`src/rtl/sdram_arb_pkg.sv`:
```
// sdram_arb_pkg: shared types and helpers for the SDRAM port arbiter.
//   master_id_t : 1-bit identifier of an accelerator master port
//   ID_M0/ID_M1 : m0 = weight/bias reader, m1 = activation reader/writer
//   clog2()     : ceiling log2, used to size the tag FIFO pointers/count
package sdram_arb_pkg;

   typedef logic master_id_t;

   localparam master_id_t ID_M0 = 1'b0;
   localparam master_id_t ID_M1 = 1'b1;

   function automatic int clog2(input int value);
      int r;
      r = 0;
      while ((1 << r) < value) r = r + 1;
      return r;
   endfunction

endpackage

```
`src/rtl/arb_tag_fifo.sv`:
```
// arb_tag_fifo: synchronous FIFO of 1-bit master IDs, used to route
// pipelined read returns back to the master that issued the read.
// Ports:
//   clk, rst_n       clock, asynchronous active-low reset (clears to empty)
//   push, push_id    enqueue an ID (caller must not push while full)
//   pop              dequeue the head (caller must not pop while empty)
//   head_id          ID at the head of the queue
//   full, empty      occupancy flags
//   count            number of stored IDs (0..DEPTH)
// DEPTH must be a power of two so the pointers wrap naturally.
module arb_tag_fifo
   import sdram_arb_pkg::*;
#(
   parameter int DEPTH = 8
) (
   input  logic                    clk,
   input  logic                    rst_n,
   input  logic                    push,
   input  master_id_t              push_id,
   input  logic                    pop,
   output master_id_t              head_id,
   output logic                    full,
   output logic                    empty,
   output logic [clog2(DEPTH):0]   count
);

   localparam int PW = clog2(DEPTH);
   localparam int CW = PW + 1;

   master_id_t    mem [DEPTH];
   logic [PW-1:0] wr_ptr;
   logic [PW-1:0] rd_ptr;

   always_ff @(posedge clk) begin
      if (push) mem[wr_ptr] <= push_id;
   end

   always_ff @(posedge clk or negedge rst_n) begin
      if (!rst_n) begin
         wr_ptr <= '0;
         rd_ptr <= '0;
         count  <= '0;
      end else begin
         if (push) wr_ptr <= wr_ptr + PW'(1);
         if (pop)  rd_ptr <= rd_ptr + PW'(1);
         // simultaneous push and pop leaves the occupancy unchanged
         case ({push, pop})
            2'b10:   count <= count + CW'(1);
            2'b01:   count <= count - CW'(1);
            default: count <= count;
         endcase
      end
   end

   assign head_id = mem[rd_ptr];
   assign full    = (count == CW'(DEPTH));
   assign empty   = (count == '0);

endmodule

```
`src/rtl/sdram_port_arbiter.sv`:
```
// sdram_port_arbiter: shares one SDRAM controller Avalon-MM slave between
// two accelerator masters (m0 weight/bias reader, m1 activation reader/writer).
// Commands are granted round-robin and forwarded; read returns are routed
// back in order through a tag FIFO of issuing master IDs.
// Ports:
//   clk, rst_n                     clock, asynchronous active-low reset
//   m0_* / m1_*                    Avalon-MM master-side command/return ports
//   s_*                            Avalon-MM slave-side ports to the controller
//   err_spurious                   sticky: read data arrived with no read pending
// Optional build macro ARB_PERF_CNT_EN adds m0_grant_cnt, m1_grant_cnt and
// stall_cnt performance counters (32-bit, wrapping).
//
// Handshake: a command transfers (is "accepted") in a cycle where s_read or
// s_write is high and s_waitrequest is low; the master sees the same event as
// its command asserted with its waitrequest low. Stalled masters hold their
// command stable, so the grant is only ever moved on an accept or from idle.
module sdram_port_arbiter
   import sdram_arb_pkg::*;
#(
   parameter int AW          = 32,
   parameter int DW          = 32,
   parameter int MAX_PENDING = 8
) (
   input  logic            clk,
   input  logic            rst_n,
   input  logic [AW-1:0]   m0_address,
   input  logic            m0_read,
   input  logic            m0_write,
   input  logic [DW-1:0]   m0_writedata,
   input  logic [DW/8-1:0] m0_byteenable,
   output logic            m0_waitrequest,
   output logic [DW-1:0]   m0_readdata,
   output logic            m0_readdatavalid,
   input  logic [AW-1:0]   m1_address,
   input  logic            m1_read,
   input  logic            m1_write,
   input  logic [DW-1:0]   m1_writedata,
   input  logic [DW/8-1:0] m1_byteenable,
   output logic            m1_waitrequest,
   output logic [DW-1:0]   m1_readdata,
   output logic            m1_readdatavalid,
   output logic [AW-1:0]   s_address,
   output logic            s_read,
   output logic            s_write,
   output logic [DW-1:0]   s_writedata,
   output logic [DW/8-1:0] s_byteenable,
   input  logic            s_waitrequest,
   input  logic [DW-1:0]   s_readdata,
   input  logic            s_readdatavalid,
   output logic            err_spurious
`ifdef ARB_PERF_CNT_EN
   ,
   output logic [31:0]     m0_grant_cnt,
   output logic [31:0]     m1_grant_cnt,
   output logic [31:0]     stall_cnt
`endif
);

   localparam int CW = clog2(MAX_PENDING) + 1;

   logic          gnt_valid, gnt_valid_nxt;
   master_id_t    gnt_id, gnt_id_nxt;
   master_id_t    last_id, last_id_nxt;

   logic          req0, req1, req0_eff, req1_eff;
   logic          g_read, g_write, g_wait;
   logic          throttle, accept;
   logic          fifo_push, fifo_pop, fifo_full, fifo_empty;
   master_id_t    fifo_head;
   logic [CW-1:0] fifo_count;

   assign req0 = m0_read | m0_write;
   assign req1 = m1_read | m1_write;

   // Command mux: the granted master drives the slave side.
   assign g_read       = (gnt_id == ID_M1) ? m1_read       : m0_read;
   assign g_write      = (gnt_id == ID_M1) ? m1_write      : m0_write;
   assign s_address    = (gnt_id == ID_M1) ? m1_address    : m0_address;
   assign s_writedata  = (gnt_id == ID_M1) ? m1_writedata  : m0_writedata;
   assign s_byteenable = (gnt_id == ID_M1) ? m1_byteenable : m0_byteenable;

   // A read is held back while every tag slot is taken; a same-cycle pop
   // does not release it until the count has actually dropped.
   assign throttle = gnt_valid & g_read & (fifo_count == CW'(MAX_PENDING));

   assign s_read  = gnt_valid & g_read & ~throttle;
   assign s_write = gnt_valid & g_write;
   assign g_wait  = s_waitrequest | throttle;

   assign m0_waitrequest = ~(gnt_valid & (gnt_id == ID_M0)) | g_wait;
   assign m1_waitrequest = ~(gnt_valid & (gnt_id == ID_M1)) | g_wait;

   assign accept = (s_read | s_write) & ~s_waitrequest;

   // On an accept the granted master's inputs still show the command being
   // accepted, so it only competes again once it presents a new one.
   assign req0_eff = req0 & ~(gnt_valid & (gnt_id == ID_M0));
   assign req1_eff = req1 & ~(gnt_valid & (gnt_id == ID_M1));

   always_comb begin
      gnt_valid_nxt = gnt_valid;
      gnt_id_nxt    = gnt_id;
      last_id_nxt   = last_id;
      if (accept) last_id_nxt = gnt_id;
      if (!gnt_valid || accept) begin
         if (req0_eff && req1_eff) begin
            gnt_valid_nxt = 1'b1;
            gnt_id_nxt    = ~last_id;
         end else if (req0_eff) begin
            gnt_valid_nxt = 1'b1;
            gnt_id_nxt    = ID_M0;
         end else if (req1_eff) begin
            gnt_valid_nxt = 1'b1;
            gnt_id_nxt    = ID_M1;
         end else begin
            gnt_valid_nxt = 1'b0;
         end
      end
   end

   always_ff @(posedge clk or negedge rst_n) begin
      if (!rst_n) begin
         gnt_valid <= 1'b0;
         gnt_id    <= ID_M0;
         last_id   <= ID_M1;  // so m0 wins the first tie
      end else begin
         gnt_valid <= gnt_valid_nxt;
         gnt_id    <= gnt_id_nxt;
         last_id   <= last_id_nxt;
      end
   end

   // Read-return routing.
   assign fifo_push = accept & s_read & ~fifo_full;
   assign fifo_pop  = s_readdatavalid & ~fifo_empty;

   arb_tag_fifo #(
      .DEPTH (MAX_PENDING)
   ) u_tag_fifo (
      .clk     (clk),
      .rst_n   (rst_n),
      .push    (fifo_push),
      .push_id (gnt_id),
      .pop     (fifo_pop),
      .head_id (fifo_head),
      .full    (fifo_full),
      .empty   (fifo_empty),
      .count   (fifo_count)
   );

   assign m0_readdata      = s_readdata;
   assign m1_readdata      = s_readdata;
   assign m0_readdatavalid = fifo_pop & (fifo_head == ID_M0);
   assign m1_readdatavalid = fifo_pop & (fifo_head == ID_M1);

   always_ff @(posedge clk or negedge rst_n) begin
      if (!rst_n) begin
         err_spurious <= 1'b0;
      end else if (s_readdatavalid && fifo_empty) begin
         err_spurious <= 1'b1;
      end
   end

`ifdef ARB_PERF_CNT_EN
   always_ff @(posedge clk or negedge rst_n) begin
      if (!rst_n) begin
         m0_grant_cnt <= '0;
         m1_grant_cnt <= '0;
         stall_cnt    <= '0;
      end else begin
         if (accept && (gnt_id == ID_M0)) m0_grant_cnt <= m0_grant_cnt + 32'd1;
         if (accept && (gnt_id == ID_M1)) m1_grant_cnt <= m1_grant_cnt + 32'd1;
         if ((req0 || req1) && !accept)   stall_cnt    <= stall_cnt + 32'd1;
      end
   end
`endif

endmodule

```
`config.mk`:
```
export PLATFORM = sky130hd
export DESIGN_NAME = sdram_port_arbiter
export DESIGN_NICKNAME = d
export VERILOG_FILES = /design/src/rtl/sdram_arb_pkg.sv /design/src/rtl/arb_tag_fifo.sv /design/src/rtl/sdram_port_arbiter.sv
export SDC_FILE = /design/constraint.sdc
export NUM_CORES = 1
export LEC_CHECK = 0
export CELL_PAD_IN_SITES_DETAIL_PLACEMENT = 0
export CELL_PAD_IN_SITES_GLOBAL_PLACEMENT = 2
export CORE_MARGIN = 2
export CORE_UTILIZATION = 13
export CTS_CLUSTER_DIAMETER = 50
export DETAILED_ROUTE_END_ITERATION = 6
export PLACE_DENSITY_LB_ADDON = 0.25
export RECOVER_POWER = 25
export SYNTH_ARGS = -nofsm -noshare
export SYNTH_HDL_FRONTEND = slang
export SYNTH_HIERARCHICAL = 1
export SYNTH_SLANG_ARGS = --single-unit
```
`constraint.sdc`:
```
create_clock -name clk -period 7.7 [get_ports clk]
set_input_delay 0.77 -clock clk [delete_from_list [all_inputs] [get_ports clk]]
set_output_delay 0.77 -clock clk [all_outputs]
set_load 0.05 [all_outputs]
```
=== Word level (Yosys, flattened, before mapping) ===
Memories as Yosys holds them, arrays and structs flattened.
Cells that the tools add are included.

* Register bits after elaboration: 14
* Memory bits (writable): 8
* Input port bits: 176
* Output and inout port bits: 139
* Word-level logic and storage cells: 66
* Memories: 1

* Add/sub/neg operators: 4
* Eq/ne operators: 3
* Multiplexer cells: 14
* Bitwise operators: 29
* Reduce and logical (&&, ||, !) cells: 8

{| class="wikitable"
|+ Memories
! memory !! words !! width !! read ports !! clocked after memory_dff !! write ports !! RTL line !! RTL
|-
| u_tag_fifo.mem || 8 || 1 || 1 || 0 || 1 || arb_tag_fifo.sv:30 || <nowiki>master_id_t mem [DEPTH];</nowiki>
|}

{| class="wikitable"
|+ Operators with widths
! cell !! count
|-
| 32-bit 2-to-1 mux || 2
|-
| 1-bit AND || 14
|-
| 1-bit 2-to-1 mux || 10
|-
| 1-bit inverter || 9
|-
| 4-bit one-hot mux with 2 select lines || 1
|-
| 3-bit by 1-bit adder with 3-bit output (second input constant) || 2
|-
| 1-bit bitwise OR || 6
|-
| 4-bit by 1-bit adder with 4-bit output (second input constant) || 1
|-
| 4-bit equality test (second input constant) || 1
|-
| 4-bit logical NOT || 1
|-
| 4-bit 2-to-1 mux || 1
|-
| 4-bit by 1-bit subtractor with 4-bit output (second input constant) || 1
|-
| 3-bit nonzero test || 1
|-
| 2-bit by 1-bit equality test with 1-bit output (second input constant) || 1
|-
| 2-bit equality test (second input constant) || 1
|-
| 1-bit logical AND || 2
|-
| 2-bit AND reduction || 1
|-
| 2-bit nonzero test || 1
|-
| 1-bit logical NOT || 1
|-
| 1-bit logical OR || 1
|}

=== Logic depth before layout (Yosys ltp) ===
Gate-level depths: netlist of the first run.

* Word-level depth: 11
* Mapped depth: 11
* Depth with buffers taken out: 11

=== Modules after synthesis ===
The synthesis of the first run kept the hierarchy.

{| class="wikitable"
|+ Modules (own cells, without submodules)
! module !! times used !! cells each !! area each (um^2) !! seq. area each (um^2)
|-
| sdram_port_arbiter || 1 || 176 || 1634.1 || 101.3
|-
| arb_tag_fifo || 1 || 65 || 870.8 || 490.5
|}

=== Worst setup path after synthesis of the first run ===
OpenSTA, ideal clock, no wires.

* Path kind: in2reg
* Start point: input port s_waitrequest
* End point: register u_tag_fifo.count[2]
* Setup time: 0.129 ns
* Arrival time: 2.663 ns
* Required time: 7.571 ns
* Path slack: 4.909 ns
* Stages on the path: 10
* Path buffers: 0
* Path through: or2b_1 > nor3_1 > inv_1 > ha_1 > xor2_1 > ha_1 > a21oi_1 > xor2_1 > nor2_1 > xor2_1

* Cells in the longest elaborated chain, start to end: 6
* Elaborated cells between the ends (all ways): 8
* Classes of those cells: 2 x eq/ne; 1 x mux; 4 x bitwise; 1 x reduce/logical

{| class="wikitable"
|+ RTL lines
! what !! RTL line !! RTL
|-
| start: declaration || sdram_port_arbiter.sv:47 || <nowiki>input logic s_waitrequest,</nowiki>
|-
| 1-bit inverter * || sdram_port_arbiter.sv:93 || <nowiki>assign accept = (s_read | s_write) & ~s_waitrequest;</nowiki>
|-
| 1-bit AND * || sdram_port_arbiter.sv:93 ||
|-
| 1-bit AND * (2 in series) || sdram_port_arbiter.sv:134 || <nowiki>assign fifo_push = accept & s_read & ~fifo_full;</nowiki>
|-
| via fifo_push || sdram_port_arbiter.sv:68 || <nowiki>logic fifo_push, fifo_pop, fifo_full, fifo_empty;</nowiki>
|-
| 2-bit by 1-bit equality test with 1-bit output / 2-bit equality test (equally long branches) || arb_tag_fifo.sv:47 || <nowiki>case ({push, pop})</nowiki>
|-
| 4-bit one-hot mux with 2 select lines / 2-bit nonzero test (equally long branches) || -- ||
|-
| end signal: assignment || arb_tag_fifo.sv:48 || <nowiki>2'b10: count <= count + CW'(1);</nowiki>
|-
| end signal: assignment || arb_tag_fifo.sv:49 || <nowiki>2'b01: count <= count - CW'(1);</nowiki>
|-
| end signal: assignment || arb_tag_fifo.sv:50 || <nowiki>default: count <= count;</nowiki>
|-
| end: declaration || arb_tag_fifo.sv:24 || <nowiki>output logic [clog2(DEPTH):0] count</nowiki>
|}

The timed path passes the listed nets; every way through them passes the cells marked *.
A chain may end at the register's enable or synchronous reset.

=== Worst setup path in the final report of the first run ===
* Start point: register gnt_id
* End point: register u_tag_fifo.count[2]

* Cells in the longest elaborated chain, start to end: 11
* Elaborated cells between the ends (all ways): 15
* Classes of those cells: 2 x eq/ne; 3 x mux; 9 x bitwise; 1 x reduce/logical

{| class="wikitable"
|+ RTL lines
! what !! RTL line !! RTL
|-
| start: declaration || sdram_port_arbiter.sv:62 || <nowiki>master_id_t gnt_id, gnt_id_nxt;</nowiki>
|-
| start signal: assignment || sdram_port_arbiter.sv:128 || <nowiki>gnt_id <= gnt_id_nxt;</nowiki>
|-
| 1-bit 2-to-1 mux || sdram_port_arbiter.sv:76 || <nowiki>assign g_read = (gnt_id == ID_M1) ? m1_read : m0_read;</nowiki>
|-
| 1-bit AND || sdram_port_arbiter.sv:84, sdram_port_arbiter.sv:86 ||
|-
| 1-bit AND || sdram_port_arbiter.sv:84 || <nowiki>assign throttle = gnt_valid & g_read & (fifo_count == CW'(MAX_PENDING));</nowiki>
|-
| 1-bit inverter || sdram_port_arbiter.sv:86 || <nowiki>assign s_read = gnt_valid & g_read & ~throttle;</nowiki>
|-
| 1-bit AND || sdram_port_arbiter.sv:86 ||
|-
| 1-bit bitwise OR || sdram_port_arbiter.sv:93 ||
|-
| 1-bit AND || sdram_port_arbiter.sv:93 ||
|-
| 1-bit AND * (2 in series) || sdram_port_arbiter.sv:134 ||
|-
| via fifo_push || sdram_port_arbiter.sv:68 ||
|-
| 2-bit by 1-bit equality test with 1-bit output / 2-bit equality test (equally long branches) || arb_tag_fifo.sv:47 ||
|-
| 4-bit one-hot mux with 2 select lines / 2-bit nonzero test (equally long branches) || -- ||
|}

Marked as above.

==> results by stage, run 1 <==
Outcome:
- The flow ran to the end, and the final reports show no timing, DRC or antenna violations.

Logic synthesis:
- After synthesis, the most frequently instantiated cells are 73 x sky130_fd_sc_hd__mux2_2, 66 x sky130_fd_sc_hd__buf_4, 13 x sky130_fd_sc_hd__dfrtp_1, 10 x sky130_fd_sc_hd__nor2_1, 8 x sky130_fd_sc_hd__edfxtp_1.
- Sorting the synthesized cells by area gives the leading types as sky130_fd_sc_hd__mux2_2 33%, sky130_fd_sc_hd__buf_4 20%, sky130_fd_sc_hd__dfrtp_1 13%, sky130_fd_sc_hd__edfxtp_1 9.6%, sky130_fd_sc_hd__ha_1 2.5%.
- In the synthesized netlist the dominant register cell turns out to be sky130_fd_sc_hd__dfrtp_1.
- The synthesized instance count is 241.
- During synthesis, Yosys emitted a total of 6 warnings.
- Of the total synthesized cell area, the portion taken by AND, OR, NAND and NOR gates is 0.0874.
- The fraction of synthesized area in multiplexers is 0.353.
- When the netlist entered floorplanning its net count stood at 422.
- After synthesis the cells add up to 2500 µm².
- The post-synthesis compound-gate area fraction was 0.0554.
- The most frequently used cell type in the post-synthesis netlist is sky130_fd_sc_hd__mux2_2.
- The sequential fraction of the synthesis area is 0.236.
- The mean instance size in the synthesized netlist is 10.4 µm².
- The xor/xnor cell area share of the yosys netlist is 0.0315.
- The largest total area in the synthesized netlist belongs to sky130_fd_sc_hd__mux2_2.
- Of the post-synthesis cell area, the dominant cell type holds 0.328.
- The arithmetic-cell share of the synthesized area counting full adders, half adders and majority gates is 0.0250.
- Counting flops with a built-in enable in the synthesized netlist gives 8.
- The distinct cell type count after synthesis is 38.
- After synthesis, the largest family of logic cells by area is multiplexers.
- The flip-flop and latch count after synthesis is 22.
- In the synthesized netlist the async set-or-reset flop fraction comes to 0.636.

Final layout:
- The finished layout holds 651 standard cells, fillers aside.
- The fill cell instance count of the final layout is 2041.
- The total inserted antenna cells is 0.
- The area added between synthesis and finish is 82.4%.
- The share of final-layout standard cells stronger than drive strength 1 is 0.210.
- The final net count is 573.

Pwr:
- The cell-internal power is 0.733 mW.
- IR analysis of the VDD net gives a maximum drop of 0.138 mV.
- The combinational cell fraction of total power is 0.733.
- The analysis attributes to net switching a power of 0.798 mW.
- The sequential cell fraction of total power is 0.196.
- Of the total power, the share spent switching nets is 0.521.
- The share of total power dissipated in the clock network is 0.071.
- The power density over the cells is 335 nW/µm².
- In this run the static leakage power is 1.64 nW.

Critical path:
- STA classifies the critical path endpoint as a flip-flop.
- The worst setup path is launched from a flip-flop.
- Broken down by cell family, the worst path's largest delay share belongs to flip-flops.
- The signal on the critical path passes through mux2_2 > nand2_1 > nor3_1 > inv_1 > ha_1 > xor2_1 > ha_1 > a21oi_1 > xor2_1 > nor2_1 > xor2_1.
- The worst-path cell with the longest stage delay is sky130_fd_sc_hd__dfrtp_4.
- Counting stages on the worst path, the most repeated cell is sky130_fd_sc_hd__xor2_1.
- The critical path buffer and inverter count is 1.
- Of all nets on the critical path, the largest fanout is 83.
- Data on the critical path arrives at its endpoint at 3.72 ns.
- For this run, the slowest stage of the critical path takes 1.10 ns.
- The classification of the worst setup path is reg2reg.
- The required time at the worst-slack endpoint is 7.83 ns.

Clock tree:
- The TritonCTS buffer count is 3.
- The total of hold buffers inserted after clock tree synthesis is 0.
- The setup fix buffers added after clock tree synthesis is 0.
- In this run the deepest clock path goes through 2 buffers.
- The deepest level of the CTS H-tree is 1.
- The root buffer cell chosen for the clock tree is sky130_fd_sc_hd__clkbuf_16.
- For this design, the sink count on the clock tree is 22.
- TritonCTS built the clock tree.
- The clock reaches the later pin of the worst-skew pair after 0.25 ns.
- Clock-pin slew was measured on the worst setup and hold paths at 0.06 ns.
- The number of resized instances in the post-cts repair step is 0.

Placement:
- The number of placed instances, taps included, is 647.
- The weighted congestion at the end of routability-driven global placement is 0.724.
- The count of buffers from port buffering is 218.
- The HPWL after detailed placement is 9270 µm.
- The post-place setup slack is 3.99 ns.

STA:
- The total count of hold-check failures in the final report is 0.
- The worst relative slew slack is 0.297.
- In the finished design, the share of the clock period the worst path needs comes to 0.467.
- Setup slack closes at 4.11 ns.
- Setup repair after global routing left no endpoint under its margin.
- The total negative setup slack is 0 ns.
- The maximum clock rate is 278 MHz.
- The number of endpoints failing setup at the final stage is 0.
- The final clock skew is 0.00162 ns.
- The minimum clock period is 3.59 ns.
- For the pin with the worst max-slew slack, the measured transition is 1.06 ns.
- The final-report max-slew violation count is 0.

Floorplanning:
- The die width is 143 µm.
- The total core area is 18800 µm².
- The initial utilization of the core area, before any placement, comes to 0.133.
- After floorplanning, the core was divided into 50 placement rows.
- The area enclosed by the die boundary is 20400 µm².
- The overall die height is 143 µm.
- The count of boundary I/O pins is 315.

GRT:
- The number of global-route vias before repair is 2445.
- The sum of overflow across all layers after global routing is 0.
- The first global-routing pass estimated 15000 µm of wire.
- The initial antenna violation count was 0.
- Entering global routing, the biggest net connects 84 pins.
- For this run, the total global-route usage over all layers was measured as 0.0979.

Route:
- The vias after detailed routing is 2284.
- The remaining antenna violation count is 0.
- The first-pass iteration count of the detailed router is 4.
- The detailed-route wire length is 10700 µm.
- The routed length per instance is 16.5 µm.
- The mean number of vias per cell is 3.51.
- The detailed router's first-iteration violation count is 66.
- The detailed-route DRC error count is 0.

Min path:
- The tightest min-delay check is of the reg2reg type.

Run:
- The tool flagged a number of max-cap violations equal to 0.
power groups by stage:
stage / registers [mW] / clock network, mW / logic (mW)
4_1_cts: 0.306 / 0.114 / 1.14
3_3_place_gp: 0.308 / 0 / 1.13
2_1_floorplan: 0.220 / 0 / 0.912
3_5_place_dp: 0.308 / 0 / 1.13
5_1_grt: 0.320 / 0.120 / 1.18
6_report: 0.300 / 0.109 / 1.12
stage by stage:
step | instance area (µm²) | utilization | hold WS [ns] | total power, mW
after floorplan | 2500 | - | 0.453 | 1.13
after global placement | 4490 | 0.238 | 0.440 | 1.44
after detailed placement | 4490 | 0.238 | 0.451 | 1.44
after CTS | 4570 | 0.243 | 0.464 | 1.56
after global routing | 4570 | 0.243 | 0.479 | 1.62
final | 4570 | 0.243 | 0.458 | 1.53
placed cells by master, fill, tap and decap left out, types with 2 or more instances in the layout:
cell and n:
sky130_fd_sc_hd__clkbuf_16 3, sky130_fd_sc_hd__nor2b_1 4, sky130_fd_sc_hd__and2b_1 2, sky130_fd_sc_hd__dfrtp_1 12
sky130_fd_sc_hd__mux2_2 73, sky130_fd_sc_hd__a21o_1 2, sky130_fd_sc_hd__edfxtp_1 8, sky130_fd_sc_hd__clkdlybuf4s50_1 217
sky130_fd_sc_hd__xnor2_1 3, sky130_fd_sc_hd__nor4b_1 2, sky130_fd_sc_hd__ha_1 5, sky130_fd_sc_hd__xor2_1 6
sky130_fd_sc_hd__nand2_1 5, sky130_fd_sc_hd__o32ai_1 2, sky130_fd_sc_hd__nand2b_1 4, sky130_fd_sc_hd__nor2_1 10
sky130_fd_sc_hd__mux4_1 2, sky130_fd_sc_hd__nor3_1 4, sky130_fd_sc_hd__a21oi_1 5
worst reg2reg max path, cell delays in order, from the launching register on:
cell	delay, ns
sky130_fd_sc_hd__dfrtp_4	1.10
sky130_fd_sc_hd__mux2_2	0.33
sky130_fd_sc_hd__nand2_1	0.05
sky130_fd_sc_hd__nor3_1	0.60
sky130_fd_sc_hd__inv_1	0.15
sky130_fd_sc_hd__ha_1	0.31
sky130_fd_sc_hd__xor2_1	0.19
sky130_fd_sc_hd__ha_1	0.19
sky130_fd_sc_hd__a21oi_1	0.16
sky130_fd_sc_hd__xor2_1	0.18
sky130_fd_sc_hd__nor2_1	0.07
sky130_fd_sc_hd__xor2_1	0.14
final cells by class:
| class | instances | area (µm²) | area share |
|---|---|---|---|
| inverters | 1 | 3.75 | 0.000821 |
| flip-flops and latches | 22 | 596 | 0.130 |
| well taps | 260 | 325 | 0.0712 |
| multi-input cells | 146 | 1380 | 0.303 |
| clock buffers | 4 | 78.8 | 0.0173 |
| repair buffers | 218 | 2180 | 0.478 |
flip-flops by register name, summed over array words and instances, names as in the netlist:
name,flops
last_id,1
u_tag_fifo/rd_ptr,3
err_spurious,1
u_tag_fifo/count,4
gnt_id,1
u_tag_fifo/mem,8
gnt_valid,1
u_tag_fifo/wr_ptr,3
kinds of logic (layout without fill, tap and decap cells):
group / after synthesis / count (layout)
fa+ha+maj: 5 / 5
xor+xnor: 9 / 9
flops: 22 / 22
simple gates: 39 / 39
compound gates: 17 / 17
buf+inv: 73 / 223
mux: 76 / 76
final timing paths:
path | from | to | slack (ns) | depth (start not counted)
max | gnt_id | u_tag_fifo/count[2] | 4.11 | 11
min | err_spurious | err_spurious | 0.46 | 1
max reg2reg | gnt_id | u_tag_fifo/count[2] | 4.11 | 11
min reg2reg | err_spurious | err_spurious | 0.46 | 1
max in group asynchronous | rst_n | gnt_id | 6.21 | 1
min in group asynchronous | rst_n | u_tag_fifo/rd_ptr[2] | 1.00 | 1
layer usage:
metal,vias up,part of all wire,global-route usage
li1,1090,-,-
met1,1042,0.36,0.109
met2,148,0.55,0.179
met3,4,0.090,0.0369
met4,0,0.0057,0.0177
met5,-,0,0
Power figures use the tool's default switching activity.
==> run 2: changes to the inputs <==
Settings changed: CORE_UTILIZATION 13 to 11.
Clock period 7.7 ns to 2.9 ns, I/O delays scaled along.
==> run 2 against run 1 <==
  * Register-to-register slack got worse by 3.7 ns
  * Non-clock buffer count is 5 higher
  * Sequential power is 100% higher
  * Sequential share of layout area down 0.29 points
  * Routed wire length decreased by 0.56%
  * First-iteration DRC count fell by 18%
  * Global-route usage decreased by 1.4 points
  * Total power grew to 2.8 times the previous value
  * Die area is 18% higher
  * Design area grew 2.3%
  * Critical path depth fell by 7
  * Critical endpoint is now m1_readdatavalid
  * Largest power group unchanged
  * Highest routed layer unchanged
==> results by stage, run 2 (synthesized netlist as in run 1, its figures left out) <==
Final layout:
- The final net count is 578 (was 573).
- The register with the highest flop count is u_tag_fifo/mem (unchanged).
- The fill cell instance count of the final layout is 2424 (was 2041).
- Commonest cells after routing, fill and taps aside: 217 x sky130_fd_sc_hd__clkdlybuf4s50_1, 73 x sky130_fd_sc_hd__mux2_2, 12 x sky130_fd_sc_hd__dfrtp_1, 10 x sky130_fd_sc_hd__nor2_1, 8 x sky130_fd_sc_hd__edfxtp_1 (unchanged).
- Leading registers by flop count: u_tag_fifo/mem x8, u_tag_fifo/count x4 (unchanged).
- The number of flip-flops under the largest register name was 8 (unchanged).
- The area added between synthesis and finish was 86.6% (was 82.4%).
- The total inserted antenna cells came to 0 (unchanged).
- The most common cell after layout, fill and taps aside is sky130_fd_sc_hd__clkdlybuf4s50_1 (unchanged).
- The share of final-layout standard cells stronger than drive strength 1 is 0.225 (was 0.210).

Critical path:
- Critical-path cell list: mux4_1 > mux2_2 > and2_1 > clkdlybuf4s50_1 (was mux2_2 > nand2_1 > nor3_1 > inv_1 > ha_1 > xor2_1 > ha_1 > a21oi_1 > xor2_1 > nor2_1 > xor2_1).
- The arrival time of data at the critical path endpoint is 2.40 ns (was 3.72 ns).
- The highest net fanout along the worst path came to 4 (was 83).
- The critical path's largest stage delay is 0.69 ns (was 1.10 ns).
- The critical path launch point type is a flip-flop (unchanged).
- The worst-path cell with the longest stage delay was sky130_fd_sc_hd__clkdlybuf4s50_1 (was sky130_fd_sc_hd__dfrtp_4).
- The required time at the worst-slack endpoint came to 2.61 ns (was 7.83 ns).
- The classification of the worst setup path is reg2out (was reg2reg).
- The category of the worst setup path capture point is an output port (was flip-flop).

GRT:
- The largest net degree at the start of global routing was 83 (was 84).
- The highest-utilization routing layer at the global route stage is met2 (unchanged).
- The met1 usage is 0.0920 (was 0.109).
- The sum of overflow across all layers after global routing is 0 (unchanged).
- The number of global-route vias before repair is 2400 (was 2445).
- The combined global-route utilization of all metal layers is 0.0837 (was 0.0979).
- The initial antenna violation count is 0 (unchanged).
- The first-pass GRT wire length is 15200 µm (was 15000 µm).
- The met3 demand-to-capacity share in global routing is 0.0309 (was 0.0369).
- The routing usage on met2 came to 0.152 (was 0.179).

Floorplanning:
- The floorplan row count is 55 (was 50).
- The area enclosed by the die boundary is 24000 µm² (was 20400 µm²).
- The initial cell density of the core is 0.111 (was 0.133).
- The count of boundary I/O pins is 315 (unchanged).
- The total core area is 22500 µm² (was 18800 µm²).
- The die width is 155 µm (was 143 µm).
- The overall die height is 155 µm (was 143 µm).

Clock tree:
- The clock insertion delay at the later pin of the skew report was 0.26 ns (was 0.25 ns).
- The buffer levels on the longest clock path came to 2 (unchanged).
- The total of hold buffers inserted after clock tree synthesis is 0 (unchanged).
- The root buffer selected by CTS is sky130_fd_sc_hd__clkbuf_16 (unchanged).
- The TritonCTS buffer count was 3 (unchanged).
- The deepest level of the CTS H-tree is 1 (unchanged).
- The TritonCTS clock tree is yes (unchanged).
- The setup fix buffers added after clock tree synthesis is 0 (unchanged).
- The number of sinks driven by the clock tree is 22 (unchanged).
- The number of resized instances in the post-cts repair step is 0 (unchanged).
- The CTS clock-pin slew for the worst setup and hold paths is 0.06 ns (about the same).

Pwr:
- The power density over the cells is 902 nW/µm² (was 335 nW/µm²).
- The peak supply drop is 0.629 mV (was 0.138 mV).
- The total leakage power is 1.68 nW (was 1.64 nW).

Min path:
- The class of the tightest hold or removal check is in2async (was reg2reg).

STA:
- The total count of hold-check failures in the final report was 0 (unchanged).
- The worst relative slew slack is 0.529 (was 0.297).
- The transition time of the tightest slew-check pin is 0.705 ns (was 1.06 ns).
- After layout, the minimum clock period comes to 2.69 ns.
- The total negative setup slack was 0 ns (unchanged).
- The number of endpoints failing setup at the final stage is 0 (unchanged).
- The final-report max-slew violation count was 0 (unchanged).
- The final setup slack of the worst path came to 0.214 ns (was 4.11 ns).
- The maximum clock rate is 372 MHz.
- Dividing the final minimum period by the clock period gives 0.926.
- The final clock skew is 0.00258 ns (was 0.00162 ns).
- RSZ-0062 raised after global routing: no (unchanged).
- The final worst hold slack is 0.454 ns (was 0.458 ns).

Route:
- The first-pass iteration count of the detailed router is 4 (unchanged).
- The remaining antenna violation count is 0 (unchanged).
- The detailed-route DRC error count came to 0 (unchanged).
- The vias after detailed routing is 2310 (was 2284).
- The mean number of vias per cell is 3.39 (was 3.51).
- The detailed router's first-iteration violation count is 54 (was 66).
- The detailed-route wire length came to 10700 µm (about the same).
- The routed length per instance is 15.7 µm (was 16.5 µm).

Placement:
- The count of buffers from port buffering is 218 (unchanged).
- The weighted congestion at the end of routability-driven global placement is 0.712 (was 0.724).
- The HPWL after detailed placement was 9240 µm (was 9270 µm).
- The post-place setup slack is 0.240 ns (was 3.99 ns).

Outcome:
- Result of the run: complete, no violations (unchanged).

Run:
- The max-capacitance violation count is 0 (unchanged).
## run 2: worst max-delay path, delay by kind of cell, from the launching register on
family,cells,cell delay [ns]
and+or+nand+nor,1,0.14
buffers and inverters,1,0.69
muxes,2,0.87
DFF,1,0.44
## run 2: power breakdown
| part | leakage (nW) | internal (mW) | switching, mW |
|---|---|---|---|
| Combinational | 1.40 | 1.33 | 1.89 |
| Clock | 0.0511 | 0.274 | 0.117 |
| Sequential | 0.229 | 0.458 | 0.146 |
| Total | 1.68 | 2.06 | 2.15 |
## run 2: final timing paths
path	start	slack [ns]	cells after the start	endpoint
hold / removal	rst_n	0.45	1	u_tag_fifo/rd_ptr[2]
setup / recovery	u_tag_fifo/rd_ptr[0]	0.21	4	m1_readdatavalid
hold reg to reg	err_spurious	0.46	1	err_spurious
max in group asynchronous	rst_n	1.92	1	gnt_id
setup reg to reg	u_tag_fifo/count[1]	0.39	11	u_tag_fifo/count[2]
min in group clk	err_spurious	0.46	1	err_spurious
## run 2: routing by layer
layer  part of all wire  wire, µm
met5                  0         0
met4              0.015       165
met3              0.086       915
met2               0.53      5680
met1               0.37      3900
## run 2: final cells by class
cell class	count	area [µm²]	share of cell area
multi-input cells	146	1380	0.296
clock buffers	3	75.1	0.0161
well taps	285	357	0.0763
flip-flops and latches	22	596	0.127
repair buffers	223	2230	0.477
inverters	1	3.75	0.000803
clock inverters	1	30.0	0.00642
## run 2: stage by stage
stage / cell area [µm²] / util / std cells / power (mW)
5_1_grt: 4670 / 0.208 / 681 / 4.44
3_5_place_dp: 4570 / 0.203 / 677 / 3.88
4_1_cts: 4670 / 0.208 / 681 / 4.29
6_report: 4670 / 0.208 / 681 / 4.21
2_1_floorplan: 2500 / - / 241 / 3.00
3_3_place_gp: 4570 / 0.203 / 677 / 3.86
==> run 3: changes to the inputs <==
Settings changed: SLEW_MARGIN from default to 10.
==> results of run 3 <==
Final layout, timing and power as in run 2 (identical DEF).
